## src/rtl/vga_pkg.sv

```systemverilog
// Shared definitions for the VGA seven-segment overlay: segment bit order,
// the active-high hex font and a half-open range helper.
package vga_pkg;

  localparam int COLOR_W_DEF = 4;

  // Segment vector is {a,b,c,d,e,f,g}; index with the SEG_* constants.
  typedef logic [6:0] seg7_t;

  localparam int SEG_A = 6;
  localparam int SEG_B = 5;
  localparam int SEG_C = 4;
  localparam int SEG_D = 3;
  localparam int SEG_E = 2;
  localparam int SEG_F = 1;
  localparam int SEG_G = 0;

  localparam seg7_t HEX_FONT [16] = '{
    7'h7E, 7'h30, 7'h6D, 7'h79, 7'h33, 7'h5B, 7'h5F, 7'h70,
    7'h7F, 7'h7B, 7'h77, 7'h1F, 7'h4E, 7'h3D, 7'h4F, 7'h47
  };

  // True when v lies in [lo, hi); v is a non-negative local coordinate.
  function automatic logic in_rng(input logic [10:0] v, input int lo, input int hi);
    return (int'(v) >= lo) && (int'(v) < hi);
  endfunction

endpackage

```

## src/rtl/hex2seg7.sv

```systemverilog
// Combinational nibble to active-high seven-segment pattern lookup.
module hex2seg7
  import vga_pkg::*;
(
  input  logic [3:0] nib_i,
  output seg7_t      seg_o
);

  assign seg_o = HEX_FONT[nib_i];

endmodule

```

## src/rtl/vga_seg_overlay.sv

```systemverilog
// Multi-digit hex seven-segment overlay for the VGA pixel path, with
// frame-synchronous value latching, leading-zero blanking, blink and 2-stage pipe.
module vga_seg_overlay
  import vga_pkg::*;
#(
  parameter int NUM_DIGITS   = 4,
  parameter int SEG_LEN      = 50,
  parameter int SEG_THICK    = 10,
  parameter int DIGIT_GAP    = 20,
  parameter int X0           = 400,
  parameter int Y0           = 100,
  parameter int BLINK_FRAMES = 30,
  parameter int COLOR_W      = COLOR_W_DEF
) (
  input  logic                    clk,
  input  logic                    rst,
  input  logic [9:0]              x,
  input  logic [9:0]              y,
  input  logic                    display,
  input  logic                    frame_start,
  input  logic [4*NUM_DIGITS-1:0] value,
  input  logic                    value_valid,
  input  logic                    blank_leading,
  input  logic                    blink_en,
  input  logic [3*COLOR_W-1:0]    fg_color,
  input  logic [COLOR_W-1:0]      in_r,
  input  logic [COLOR_W-1:0]      in_g,
  input  logic [COLOR_W-1:0]      in_b,
  output logic [COLOR_W-1:0]      out_r,
  output logic [COLOR_W-1:0]      out_g,
  output logic [COLOR_W-1:0]      out_b,
  output logic                    out_display
);

  localparam int T      = SEG_THICK;
  localparam int L      = SEG_LEN;
  localparam int DIG_W  = 2*T + L;
  localparam int PITCH  = DIG_W + DIGIT_GAP;
  localparam int DIG_H  = 3*T + 2*L;
  localparam int IDX_W  = (NUM_DIGITS > 1) ? $clog2(NUM_DIGITS) : 1;
  localparam int VAL_W  = 4*NUM_DIGITS;
  localparam int BCNT_W = $clog2(BLINK_FRAMES + 1);

  // value_valid is a one-cycle strobe with no back-pressure: every asserted
  // cycle is accepted, the last one before frame_start wins.
  logic [VAL_W-1:0] pend_q, shadow_q;
  logic             pend_flag_q, shadow_vld_q;

  always_ff @(posedge clk) begin
    if (rst) begin
      pend_q       <= '0;
      shadow_q     <= '0;
      pend_flag_q  <= 1'b0;
      shadow_vld_q <= 1'b0;
    end else begin
      if (value_valid) pend_q <= value;
      if (frame_start && value_valid) begin
        shadow_q     <= value;
        shadow_vld_q <= 1'b1;
        pend_flag_q  <= 1'b0;
      end else if (frame_start && pend_flag_q) begin
        shadow_q     <= pend_q;
        shadow_vld_q <= 1'b1;
        pend_flag_q  <= 1'b0;
      end else if (value_valid) begin
        pend_flag_q  <= 1'b1;
      end
    end
  end

  logic [BCNT_W-1:0] bcnt_q, bcnt_d;
  logic              bvis_q, bvis_d;

  always_comb begin
    bcnt_d = bcnt_q;
    bvis_d = bvis_q;
    if (!blink_en) begin
      bcnt_d = '0;
      bvis_d = 1'b1;
    end else if (frame_start) begin
      if (bcnt_q == BCNT_W'(BLINK_FRAMES - 1)) begin
        bcnt_d = '0;
        bvis_d = ~bvis_q;
      end else begin
        bcnt_d = bcnt_q + 1'b1;
      end
    end
  end

  always_ff @(posedge clk) begin
    if (rst) begin
      bcnt_q <= '0;
      bvis_q <= 1'b1;
    end else begin
      bcnt_q <= bcnt_d;
      bvis_q <= bvis_d;
    end
  end

  // Stage 1: per-digit box compare, negative local coordinate means miss.
  logic signed [10:0]    ly_s;
  logic                  ly_in;
  logic [NUM_DIGITS-1:0] box_hit;
  logic [10:0]           lx_arr [NUM_DIGITS];

  assign ly_s  = $signed({1'b0, y}) - $signed(11'(Y0));
  assign ly_in = !ly_s[10] && (ly_s < $signed(11'(DIG_H)));

  for (genvar k = 0; k < NUM_DIGITS; k++) begin : g_dig
    logic signed [10:0] lx_s;
    assign lx_s       = $signed({1'b0, x}) - $signed(11'(X0 + k*PITCH));
    assign box_hit[k] = ly_in && !lx_s[10] && (lx_s < $signed(11'(DIG_W)));
    assign lx_arr[k]  = lx_s;
  end

  logic [IDX_W-1:0] idx_d;
  logic [10:0]      lx_d;
  logic             box_d;

  always_comb begin
    idx_d = '0;
    lx_d  = '0;
    box_d = 1'b0;
    for (int k = 0; k < NUM_DIGITS; k++) begin
      if (box_hit[k]) begin
        idx_d = IDX_W'(k);
        lx_d  = lx_arr[k];
        box_d = 1'b1;
      end
    end
  end

  logic [IDX_W-1:0]   s1_idx_q;
  logic               s1_box_q, s1_disp_q;
  logic [10:0]        s1_lx_q, s1_ly_q;
  logic [COLOR_W-1:0] s1_r_q, s1_g_q, s1_b_q;

  always_ff @(posedge clk) begin
    if (rst) begin
      s1_idx_q  <= '0;
      s1_box_q  <= 1'b0;
      s1_disp_q <= 1'b0;
      s1_lx_q   <= '0;
      s1_ly_q   <= '0;
      s1_r_q    <= '0;
      s1_g_q    <= '0;
      s1_b_q    <= '0;
    end else begin
      s1_idx_q  <= idx_d;
      s1_box_q  <= box_d;
      s1_disp_q <= display;
      s1_lx_q   <= lx_d;
      s1_ly_q   <= ly_s;
      s1_r_q    <= in_r;
      s1_g_q    <= in_g;
      s1_b_q    <= in_b;
    end
  end

  // Stage 2: leading-zero chain runs from digit 0 (most significant) rightwards.
  logic [NUM_DIGITS-1:0] lead_zero;
  logic [3:0]            nib;
  logic                  blanked;

  always_comb begin
    lead_zero = '0;
    nib       = '0;
    blanked   = 1'b0;
    for (int k = 0; k < NUM_DIGITS; k++) begin
      lead_zero[k] = (shadow_q[4*(NUM_DIGITS-1-k) +: 4] == 4'h0) &&
                     ((k == 0) ? 1'b1 : lead_zero[(k == 0) ? 0 : k-1]);
      if (s1_idx_q == IDX_W'(k)) begin
        nib     = shadow_q[4*(NUM_DIGITS-1-k) +: 4];
        blanked = blank_leading && lead_zero[k] && (k != NUM_DIGITS-1);
      end
    end
  end

  seg7_t glyph, seg_hit;

  hex2seg7 u_hex2seg7 (
    .nib_i (nib),
    .seg_o (glyph)
  );

  always_comb begin
    seg_hit        = '0;
    seg_hit[SEG_A] = in_rng(s1_lx_q, T, T+L)   && in_rng(s1_ly_q, 0, T);
    seg_hit[SEG_B] = in_rng(s1_lx_q, T+L, DIG_W) && in_rng(s1_ly_q, T, T+L);
    seg_hit[SEG_C] = in_rng(s1_lx_q, T+L, DIG_W) && in_rng(s1_ly_q, 2*T+L, 2*T+2*L);
    seg_hit[SEG_D] = in_rng(s1_lx_q, T, T+L)   && in_rng(s1_ly_q, 2*T+2*L, DIG_H);
    seg_hit[SEG_E] = in_rng(s1_lx_q, 0, T)     && in_rng(s1_ly_q, 2*T+L, 2*T+2*L);
    seg_hit[SEG_F] = in_rng(s1_lx_q, 0, T)     && in_rng(s1_ly_q, T, T+L);
    seg_hit[SEG_G] = in_rng(s1_lx_q, T, T+L)   && in_rng(s1_ly_q, T+L, 2*T+L);
  end

  logic lit;
  assign lit = s1_box_q && shadow_vld_q && |(seg_hit & glyph) && !blanked && bvis_q;

  logic [COLOR_W-1:0] out_r_q, out_g_q, out_b_q;
  logic               out_disp_q;

  always_ff @(posedge clk) begin
    if (rst) begin
      out_r_q    <= '0;
      out_g_q    <= '0;
      out_b_q    <= '0;
      out_disp_q <= 1'b0;
    end else begin
      out_disp_q <= s1_disp_q;
      if (!s1_disp_q) begin
        out_r_q <= '0;
        out_g_q <= '0;
        out_b_q <= '0;
      end else if (lit) begin
        out_r_q <= fg_color[3*COLOR_W-1:2*COLOR_W];
        out_g_q <= fg_color[2*COLOR_W-1:COLOR_W];
        out_b_q <= fg_color[COLOR_W-1:0];
      end else begin
        out_r_q <= s1_r_q;
        out_g_q <= s1_g_q;
        out_b_q <= s1_b_q;
      end
    end
  end

  assign out_r       = out_r_q;
  assign out_g       = out_g_q;
  assign out_b       = out_b_q;
  assign out_display = out_disp_q;

endmodule

```

## config.mk

```make
export PLATFORM = sky130hd
export DESIGN_NAME = vga_seg_overlay
export DESIGN_NICKNAME = d
export VERILOG_FILES = /design/src/rtl/vga_pkg.sv /design/src/rtl/hex2seg7.sv /design/src/rtl/vga_seg_overlay.sv
export SDC_FILE = /design/constraint.sdc
export NUM_CORES = 1
export LEC_CHECK = 0
export CORE_UTILIZATION = 35
export CTS_CLUSTER_DIAMETER = 80
export DETAILED_ROUTE_END_ITERATION = 16
export GPL_ROUTABILITY_DRIVEN = 0
export PLACE_DENSITY = 0.6
export SLEW_MARGIN = 15
export SYNTH_ARGS = -nofsm -noshare
export SYNTH_HDL_FRONTEND = slang
export SYNTH_HIERARCHICAL = 1
export SYNTH_SLANG_ARGS = --single-unit
export TNS_END_PERCENT = 5
```

## constraint.sdc

```tcl
create_clock -name clk -period 5.9 [get_ports clk]
set_input_delay 1.18 -clock clk [delete_from_list [all_inputs] [get_ports clk]]
set_output_delay 1.18 -clock clk [all_outputs]
set_load 0.05 [all_outputs]
```

==> results of run 1 <==
-- registers in the layout, indices dropped and copies added (netlist names) --
| signal | flops |
|---|---|
| bvis_q | 1 |
| s1_lx_q | 10 |
| out_b | 4 |
| out_g | 4 |
| s1_idx_q | 2 |
| pend_q | 16 |
| out_r | 4 |
| bcnt_q | 5 |
| pend_flag_q | 1 |
| s1_disp_q | 1 |
| s1_ly_q | 10 |
| s1_r_q | 4 |
| shadow_vld_q | 1 |
| s1_b_q | 4 |
| shadow_q | 16 |
| s1_box_q | 1 |
| s1_g_q | 4 |
| out_display | 1 |
-- worst reg2reg max path, stage by stage, from the launching register on --
cell and delay [ns]:
dfxtp_1 0.47, mux4_2 0.61, ha_1 0.29, mux2_1 0.31
a22oi_1 0.19, a32oi_1 0.08, o21a_1 0.18, o221ai_1 0.18
a32oi_1 0.14, a311oi_2 0.28, buf_4 0.31, mux2i_1 0.21
nor2_1 0.06
-- where the power goes --
group,total (mW),internal (mW),switching [mW],leakage (nW)
combinational,0.235,0.113,0.122,1.36
clock,0.554,0.338,0.216,0.140
sequential,0.650,0.631,0.0191,0.733
total,1.44,1.08,0.357,2.24
-- cells in the mapped netlist, types with 3 or more instances --
master	n	area [um^2]
a2111oi_0	3	26.3
a211oi_1	12	90.1
a21oi_1	14	70.1
a31oi_1	13	81.3
a32oi_1	3	26.3
and2_1	3	18.8
buf_1	4	15.0
buf_2	10	50.1
buf_6	4	45.0
clkbuf_1	17	63.8
dfxtp_1	89	1780
ha_1	22	275
inv_1	28	105
mux2i_1	31	310
mux4_2	5	113
nand2_1	24	90.1
nand2b_1	10	62.6
nand3_1	11	55.1
nand4_1	7	43.8
nor2_1	109	409
nor2b_1	21	131
nor3_1	15	75.1
nor3b_1	4	30.0
nor4_1	14	87.6
o21ai_0	15	75.1
or3_1	3	18.8
xnor2_1	11	96.3
xor2_1	6	52.6
-- cell type report --
| cell class | instances | area (um^2) | area share, % |
|---|---|---|---|
| Sequential cell | 89 | 1780 | 29.9 |
| Clock buffer | 13 | 250 | 4.20 |
| Inverter | 30 | 115 | 1.93 |
| Tap cell | 176 | 220 | 3.70 |
| Timing Repair Buffer | 81 | 796 | 13.4 |
| Clock inverter | 2 | 38.8 | 0.651 |
| Multi-Input combinational cell | 413 | 2760 | 46.3 |
-- final timing paths --
| path | slack, ns | start | cells after the start | to |
|---|---|---|---|---|
| max reg2reg | 2.45 | s1_idx_q[1] | 12 | out_r[0] |
| max | 1.47 | x[4] | 11 | s1_lx_q[5] |
| min | 0.46 | s1_b_q[1] | 2 | out_b[1] |
| min reg2reg | 0.46 | s1_b_q[1] | 2 | out_b[1] |
-- cell families (layout without fill, tap and decap cells) --
kind of cell / after synthesis / in the layout
simple gates: 234 / 234
compound gates: 97 / 97
flops: 89 / 89
buf+inv: 66 / 126
mux: 39 / 39
fa+ha+maj: 22 / 22
xor+xnor: 17 / 17
other cells: 1 / 4
-- layer usage --
layer	wire length (um)	part of all wire [%]	vias to the layer above	GRT usage [%]
met3	673	6.3	11	4.74
met2	4980	47	105	25.7
met5	0	0	-	0
met4	123	1.1	0	4.69
li1	-	-	2093	-
met1	4930	46	1910	18.5
-- metrics by stage --
| stage | std cells | hold WS (ns) |
|---|---|---|
| 4_1_cts | 804 | 0.464 |
| 5_1_grt | 804 | 0.504 |
| 2_1_floorplan | 568 | 0.437 |
| 3_3_place_gp | 789 | 0.440 |
| 3_5_place_dp | 789 | 0.452 |
| 6_report | 804 | 0.461 |
==> metrics, run 1 <==
run status=finished clean; commonest non-fill, non-tap cells in the layout=nor2_1 (109), dfxtp_1 (89), clkdlybuf4s50_1 (76), mux2i_1 (31), inv_1 (28); type of origin of the critical path=primary input; RSZ-0062 raised after global routing=no; total global routing track utilization=between 10% and 20%; Setup-failing EPs final=0; layout cell share with drive strength beyond 1=around 5.9%; wire length of the first global-routing pass=between 15000 and 20000 um; floorplan die area=approximately 0.014 mm^2; area growth from synthesis to layout=23.7%; Compound-Gate Fraction of Synth Area=between 15 and 20%; initial detailed-routing violation count=approximately 250; Slew @ Worst Pin=about 1.1 ns; post-CTS setup buffer count=0; multiplexer share of the synthesized area=9.48%; post-detailed-routing wire length=10700 um; CTS-repair resized insts=0; H-tree Lvls=3; maximum number of pins on one net before global-route repair=slightly below 70; Top FF cell, synth=dfxtp_1; die height=roughly 120 um; endpoints failing hold=0; cell with the most instances on the worst path=nor2_1; count of boundary I/O pins=80; count of warnings emitted by yosys=6; Site Rows=42; relative slew slack=around 30%; power density cells=241 mW/mm^2; Simple-Gate Fraction of Synth Area=about a quarter; clock transition time at the flip-flop clock pins of the worst setup and hold paths=around 0.06 ns; f_max=approximately 0.23 GHz; number of flip-flops and latches in the synthesized netlist=between 80 and 90; share of synthesized cell area in full adder, half adder and majority cells=5.71%; placeable core region=about 0.013 mm^2; Post-Syn Area per Cell=between 8 and 9 um^2; number of buffers on the longest clock path=2; main combinational cell family by area after synthesis=simple AND/OR/NAND/NOR gates; starting utilization of the core area=approximately 36%; pins over their slew limit=0; number of inserted diodes=0; Crit path arrival time=4.63 ns; cell type group with the largest total delay on the critical path=buffers and inverters; category of the worst setup path capture point=register; register area share after synthesis=roughly 37%; Setup Skew=approximately 0.0071 ns; quantity of I/O buffers inserted on ports=a little under 80; critical path buffer and inverter count=2; Crit path required time=approximately 6 ns; residual overflow from global routing=0; crit-path cells=clkdlybuf4s50_1, inv_1, ha_1, nand2_1, nor3_1, nor2_1, a2111oi_2, nand4_1, o22ai_1, nor2_1, a2111oi_0; EDFF count, synth=0; latest clock arrival within the worst-skew pair=0.34 ns; post-layout instance area=0.00596 mm^2; Total Power Consumption=around 1.4 mW; DR vias/cell=5.12; routed length per instance=13.3 um; vias in the first global route=3911; number of cells produced by synthesis=565; fill cell instance count of the final layout=about 1300; setup slack at placement=between 1 and 1.5 ns; clock tree from TritonCTS=yes; Max-Cap Viols=0; commonest non-fill, non-tap cell in the layout=nor2_1; setup TNS after final layout=0 ns; Clock Tree Root=clkbuf_16; layout net count=713; crit path max fanout=22; slowest stage cell on the critical path=clkdlybuf4s50_1; post-placement cell area=0.00567 mm^2; post-synth cell types=between 70 and 80; First-pass DRT Iterations=4; Post-DP HPWL=just under 8000 um; Horiz. Die Dim=about 120 um; share of async-settable or async-resettable flops after synthesis=0%; static leakage=approximately 2.2 nW; min cycle time layout=about 4.4 ns; type of the tightest min-delay check=reg -> reg; period utilisation layout=75.1%; count of nets left with antenna violations after detail routing=0; post-synth design cell area=~0.0048 mm^2; CTS Sinks=89; total CTS buffers=9; Post-Route Utilization=between 40% and 50%; number of antenna violations at the first check in global routing=0; DR vias=approximately 4100; Setup WS post-layout=between 1 and 1.5 ns; number of remaining DRC errors=0; Post-Synth XOR/XNOR Area=3.09%; startpoint-to-endpoint class of the critical path=in -> reg; # hold bufs at CTS=0; worst-case vdd ir drop=143 uV; crit-path max cell delay=~1 ns
(Power assumes the default switching activity.)
==> run 2, diff against run 1 <==
--- a/config.mk
+++ b/config.mk
@@ -9,7 +9,7 @@
 export CTS_CLUSTER_DIAMETER = 80
 export DETAILED_ROUTE_END_ITERATION = 16
 export GPL_ROUTABILITY_DRIVEN = 0
-export PLACE_DENSITY = 0.6
+export PLACE_DENSITY = 0.63
 export SLEW_MARGIN = 15
 export SYNTH_ARGS = -nofsm -noshare
 export SYNTH_HDL_FRONTEND = slang
==> constraint.sdc (replaced) <==
create_clock -name clk -period 3.6 [get_ports clk]
set_input_delay 0.72 -clock clk [delete_from_list [all_inputs] [get_ports clk]]
set_output_delay 0.72 -clock clk [all_outputs]
set_load 0.05 [all_outputs]
==> run 2 against run 1 <==
  * Register-to-register slack lost 2.2 ns
  * Flip-flop and latch count stayed put
  * Via count grew 3.0%
  * Design area is 4.2% higher
  * Die area stayed put
  * Worst setup slack got worse by 1.2 ns
  * Critical path depth is 2 higher
  * Global-route usage increased by 0.71 points
  * Sequential power increased by 63%
  * Highest routed layer unchanged
==> metrics, run 2 (synthesized netlist as in run 1, its figures left out) <==
cell type group with the largest total delay on the critical path=multiplexers; type of origin of the critical path=register; number of antenna violations at the first check in global routing=0; number of remaining DRC errors=0; Final Instance Count excl. Fillers=slightly above 800; Post-DP HPWL=between 8000 and 9000 um; clock tree from TritonCTS=yes; residual overflow from global routing=0; Total Power Consumption=2.42 mW; placeable core region=between 0.01 and 0.015 mm^2; DR vias/cell=just over 5; Storage cell area=around 0.0018 mm^2; min cycle time layout=around 3.4 ns; maximum number of pins on one net before global-route repair=45; endpoints failing hold=0; crit-path cells=mux4_2, ha_1, mux2_1, a22oi_2, a32oi_1, o21a_1, o221ai_1, a32oi_1, a311oi_4, buf_4, clkbuf_16, mux2i_1, nor2_1; slowest stage cell on the critical path=mux4_2; wire length of the first global-routing pass=around 19000 um; DR vias=4241; run status=finished clean; total global routing track utilization=around 16%; power density cells=between 300 and 400 mW/mm^2; Clock Tree Root=clkbuf_16; initial detailed-routing violation count=approximately 290; crit-path max cell delay=about 0.57 ns; cell with the most instances on the worst path=a32oi_1; critical path buffer and inverter count=2; Crit path required time=roughly 3.8 ns; number of inserted diodes=0; setup slack at placement=between 0.01 and 0.015 ns; Horiz. Die Dim=119 um; type of the tightest min-delay check=reg -> reg; # hold bufs at CTS=0; Site Rows=42; count of nets left with antenna violations after detail routing=0; Slew @ Worst Pin=approximately 0.6 ns; Setup Skew=0.00892 ns; layout cell share with drive strength beyond 1=just over 10%; crit path max fanout=6; cell count after placement=slightly above 800; relative slew slack=roughly three fifths; total CTS buffers=9; clock transition time at the flip-flop clock pins of the worst setup and hold paths=~0.070 ns; post-layout instance area=around 0.0062 mm^2; number of buffers on the longest clock path=2; floorplan die area=~0.014 mm^2; count of boundary I/O pins=80; quantity of I/O buffers inserted on ports=77; latest clock arrival within the worst-skew pair=between 0.3 and 0.4 ns; Setup-failing EPs final=0; Post-Route Utilization=46.5%; post-placement cell area=between 0.005 and 0.006 mm^2; Crit path arrival time=between 3 and 4 ns; area growth from synthesis to layout=28.8%; routed length per instance=roughly 13 um; static leakage=~2.4 nW; worst-case vdd ir drop=228 uV; area of combinational cells with multiple inputs=roughly 0.0028 mm^2; fill cell instance count of the final layout=between 1000 and 1500; largest registers in the final layout=pend_q x16, shadow_q x16; First-pass DRT Iterations=4; setup TNS after final layout=0 ns; post-detailed-routing wire length=between 10000 and 15000 um; vias in the first global route=around 4100; starting utilization of the core area=~36%; f_max=0.298 GHz; startpoint-to-endpoint class of the critical path=reg -> reg; Setup WS post-layout=between 0.2 and 0.25 ns; layout net count=between 700 and 800; Max-Cap Viols=0; period utilisation layout=between 90% and 100%; pins over their slew limit=0; CTS Sinks=a little under 90; hold slack final=between 0.4 and 0.5 ns; H-tree Lvls=3; die height=between 100 and 150 um; commonest non-fill, non-tap cells in the layout=nor2_1 (109), dfxtp_1 (88), clkdlybuf4s50_1 (76), mux2i_1 (31), inv_1 (28); category of the worst setup path capture point=register; commonest non-fill, non-tap cell in the layout=nor2_1
run 2: cell count changes in the layout (fill, tap and decap cells not counted), moves of 2 or more:
| cell | change |
|---|---|
| clkinv_2 | +2 |
| buf_4 | +23 |
| inv_6 | +2 |
| clkbuf_1 | -3 |
run 2: area by class of cell:
class	count	area share, %
clock buffers	9	3.63
clock inverters	7	1.25
inverters	30	1.85
multi-input cells	413	44.7
flip-flops and latches	89	28.7
well taps	176	3.55
repair buffers	106	16.3
run 2: path summary, 6_finish.rpt:
path,end,slack [ns],start,cells past startpoint
worst max-delay path,out_g[1],0.24,s1_idx_q[1],13
worst min register to register,out_b[2],0.46,s1_b_q[2],2
worst min-delay path,out_b[2],0.46,s1_b_q[2],2
worst max register to register,out_g[1],0.24,s1_idx_q[1],13
run 2: tightest hold or removal path: stages (launching register included):
cell and delay (ns):
dfxtp_1 0.31, mux2i_1 0.06, nor2_1 0.07
run 2: power breakdown:
part	internal (mW)	switching [mW]	leakage (nW)
logic	0.203	0.209	1.50
registers	1.03	0.0310	0.733
clock network	0.546	0.396	0.152
run 2: per-layer routing:
metal | GRT usage, % | part of all wire [%] | up-vias
li1 | - | - | 2150
met1 | 18.9 | 44 | 1976
met2 | 27.7 | 49 | 99
met3 | 4.60 | 5.7 | 16
met4 | 4.92 | 1.3 | 0
met5 | 0 | 0 | -
run 2: repair_timing:
item                                    4_1_cts  5_1_grt
setup buffers                                 0        2
hold endpoints to repair                      0        0
gates resized for setup                       0        3
endpoints found under the setup margin        0       12
==> run 3, diff against run 2 <==
--- a/config.mk
+++ b/config.mk
@@ -5,11 +5,11 @@
 export SDC_FILE = /design/constraint.sdc
 export NUM_CORES = 1
 export LEC_CHECK = 0
-export CORE_UTILIZATION = 35
+export CORE_UTILIZATION = 48
 export CTS_CLUSTER_DIAMETER = 80
 export DETAILED_ROUTE_END_ITERATION = 16
 export GPL_ROUTABILITY_DRIVEN = 0
-export PLACE_DENSITY = 0.63
+export PLACE_DENSITY = 0.8
 export SLEW_MARGIN = 15
 export SYNTH_ARGS = -nofsm -noshare
 export SYNTH_HDL_FRONTEND = slang
==> run 3 against run 2 <==
  * Global-route usage grew 5.8 points
  * Power shrank 11%
  * Design area shrank 3.5%
  * Highest routed layer unchanged
  * Maximum frequency shrank 0.51%
==> metrics, run 3 (synthesized netlist as in run 1, its figures left out) <==
category of the worst setup path capture point=register; r2r endpoint=out_g[1]; type of the tightest min-delay check=reg -> reg; startpoint-to-endpoint class of the critical path=in -> reg; worst-case vdd ir drop=234 uV; RSZ-0062 raised after global routing=no; Clock Tree Root=clkbuf_8; post-layout instance area=about 0.0060 mm^2; number of buffers on the longest clock path=2; total CTS buffers=9; count of boundary I/O pins=80; run status=finished clean; count of nets left with antenna violations after detail routing=0; Total Power Consumption=2.16 mW; f_max=0.296 GHz; initial detailed-routing violation count=~240; startpoint of the worst-slack reg-to-reg timing path=s1_idx_q[1]; hold endpoint=out_g[3]; number of remaining DRC errors=0; number of inserted diodes=0; layout cell share with drive strength beyond 1=about a tenth; area of combinational cells with multiple inputs=0.00276 mm^2; vias in the first global route=approximately 4000; die height=between 100 and 150 um; First-pass DRT Iterations=5; Crit path required time=~3.8 ns; commonest non-fill, non-tap cells in the layout=nor2_1 (109), dfxtp_1 (88), clkdlybuf4s50_1 (76), mux2i_1 (31), inv_1 (28); slack of the worst reg-to-reg path=between 0.2 and 0.3 ns; cell count after placement=767; Crit path arrival time=about 3.6 ns; placeable core region=0.00973 mm^2; routing usage on met2=between 30 and 40%; Setup-failing EPs final=0; wire length of the first global-routing pass=roughly 18000 um; commonest non-fill, non-tap cell in the layout=nor2_1; starting utilization of the core area=roughly 50%; Setup Skew=0.0141 ns; quantity of I/O buffers inserted on ports=77; period utilisation layout=between 90% and 100%; power density cells=approximately 360 mW/mm^2; met3 Track Usage GR=under 10%; post-detailed-routing wire length=10800 um; endpoints failing hold=0; Post-DP HPWL=slightly above 8000 um; Final Instance Count excl. Fillers=783; Slew @ Worst Pin=around 0.67 ns; met1 routing resource usage after global routing=26.0%; fill cell instance count of the final layout=850; area growth from synthesis to layout=24.3%; routed length per instance=approximately 14 um; static leakage=between 2 and 2.5 nW; CTS Sinks=between 80 and 90; type of origin of the critical path=primary input; min cycle time layout=3.38 ns; largest registers in the final layout=pend_q x16, shadow_q x16; maximum number of pins on one net before global-route repair=36; layout net count=roughly 730; peak-usage layer in the global routing report=met2; # hold bufs at CTS=0; clock transition time at the flip-flop clock pins of the worst setup and hold paths=about 0.09 ns; post-placement cell area=between 0.005 and 0.006 mm^2; Horiz. Die Dim=between 100 and 150 um; total global routing track utilization=between 20% and 30%; Storage cell area=approximately 0.0018 mm^2; H-tree Lvls=3; floorplan die area=between 0.01 and 0.015 mm^2; latest clock arrival within the worst-skew pair=0.34 ns; crit path max fanout=5; Max-Cap Viols=0; residual overflow from global routing=0; cell depth of the worst hold path=2; pins over their slew limit=0; hold path startpoint=s1_g_q[3]; DR vias=roughly 4300; path depth of the worst reg2reg path=12; number of antenna violations at the first check in global routing=0; DR vias/cell=approximately 5.4; Site Rows=36; clock tree from TritonCTS=yes; relative slew slack=between 50% and 60%
## run 3: changes by cell type in the layout (fill, tap and decap cells not counted), sizes merged
cell | previous run | this run
buf | 29 | 26
clkinv | 3 | 2
## run 3: how the worst max path moves through the flow
stage                           start    endpoint  cells past startpoint
after floorplan           s1_idx_q[1]    out_b[3]                     13
after global placement           x[2]  s1_lx_q[2]                     11
after detailed placement         x[2]  s1_lx_q[2]                     11
after CTS                 s1_idx_q[1]    out_g[1]                     12
after global routing      s1_idx_q[1]    out_r[0]                     12
final                            x[2]  s1_lx_q[5]                     12
## run 3: report_power, final
group / total (mW) / internal (mW) / switching [mW]
Clock: 0.692 / 0.332 / 0.360
Sequential: 1.06 / 1.03 / 0.0322
Combinational: 0.404 / 0.199 / 0.205
Total: 2.16 / 1.56 / 0.597
## run 3: area by class of cell
cell class                 instances  share of cell area (%)
clock buffer                      10                    2.13
multi-input combinational        413                    46.1
tap                              133                    2.78
inverter                          30                    1.92
timing repair buffer             102                    16.1
clock inverter                     6                    1.21
sequential                        89                    29.8
## run 3: repair_timing
| action | in CTS | in global routing |
|---|---|---|
| gates resized for setup | 0 | 1 |
| setup endpoints to repair | 0 | 11 |
| endpoints found under the hold margin | 0 | 0 |
| buffers inserted | 0 | 0 |
## run 3: metal layers
metal  up-vias  part of all wire, %
met4         0                  1.4
li1       2140                    -
met1      1961                   43
met2       136                   50
met3        16                  6.1
met5         -                    0
## run 3: worst max-delay path: stages
cell             delay [ns]
clkdlybuf4s50_1        0.54
inv_1                  0.08
buf_4                  0.16
ha_1                   0.23
or2_2                  0.30
o21ai_0                0.18
a22oi_1                0.13
o31ai_1                0.25
nand4_1                0.25
o21ai_0                0.17
nor2_1                 0.07
a2111oi_0              0.48
## run 3: per-stage QoR
| stage | setup slack (ns) | hold WS, ns | utilization [%] | setup TNS [ns] |
|---|---|---|---|---|
| 2_1_floorplan | 0.209 | 0.437 | - | 0 |
| 6_report | 0.222 | 0.468 | 61.5 | 0 |
| 4_1_cts | 0.179 | 0.470 | 61.5 | 0 |
| 3_3_place_gp | 0.0460 | 0.440 | 59.5 | 0 |
| 5_1_grt | 0.0589 | 0.486 | 61.5 | 0 |
| 3_5_place_dp | -0.0316 | 0.456 | 59.5 | -0.0316 |
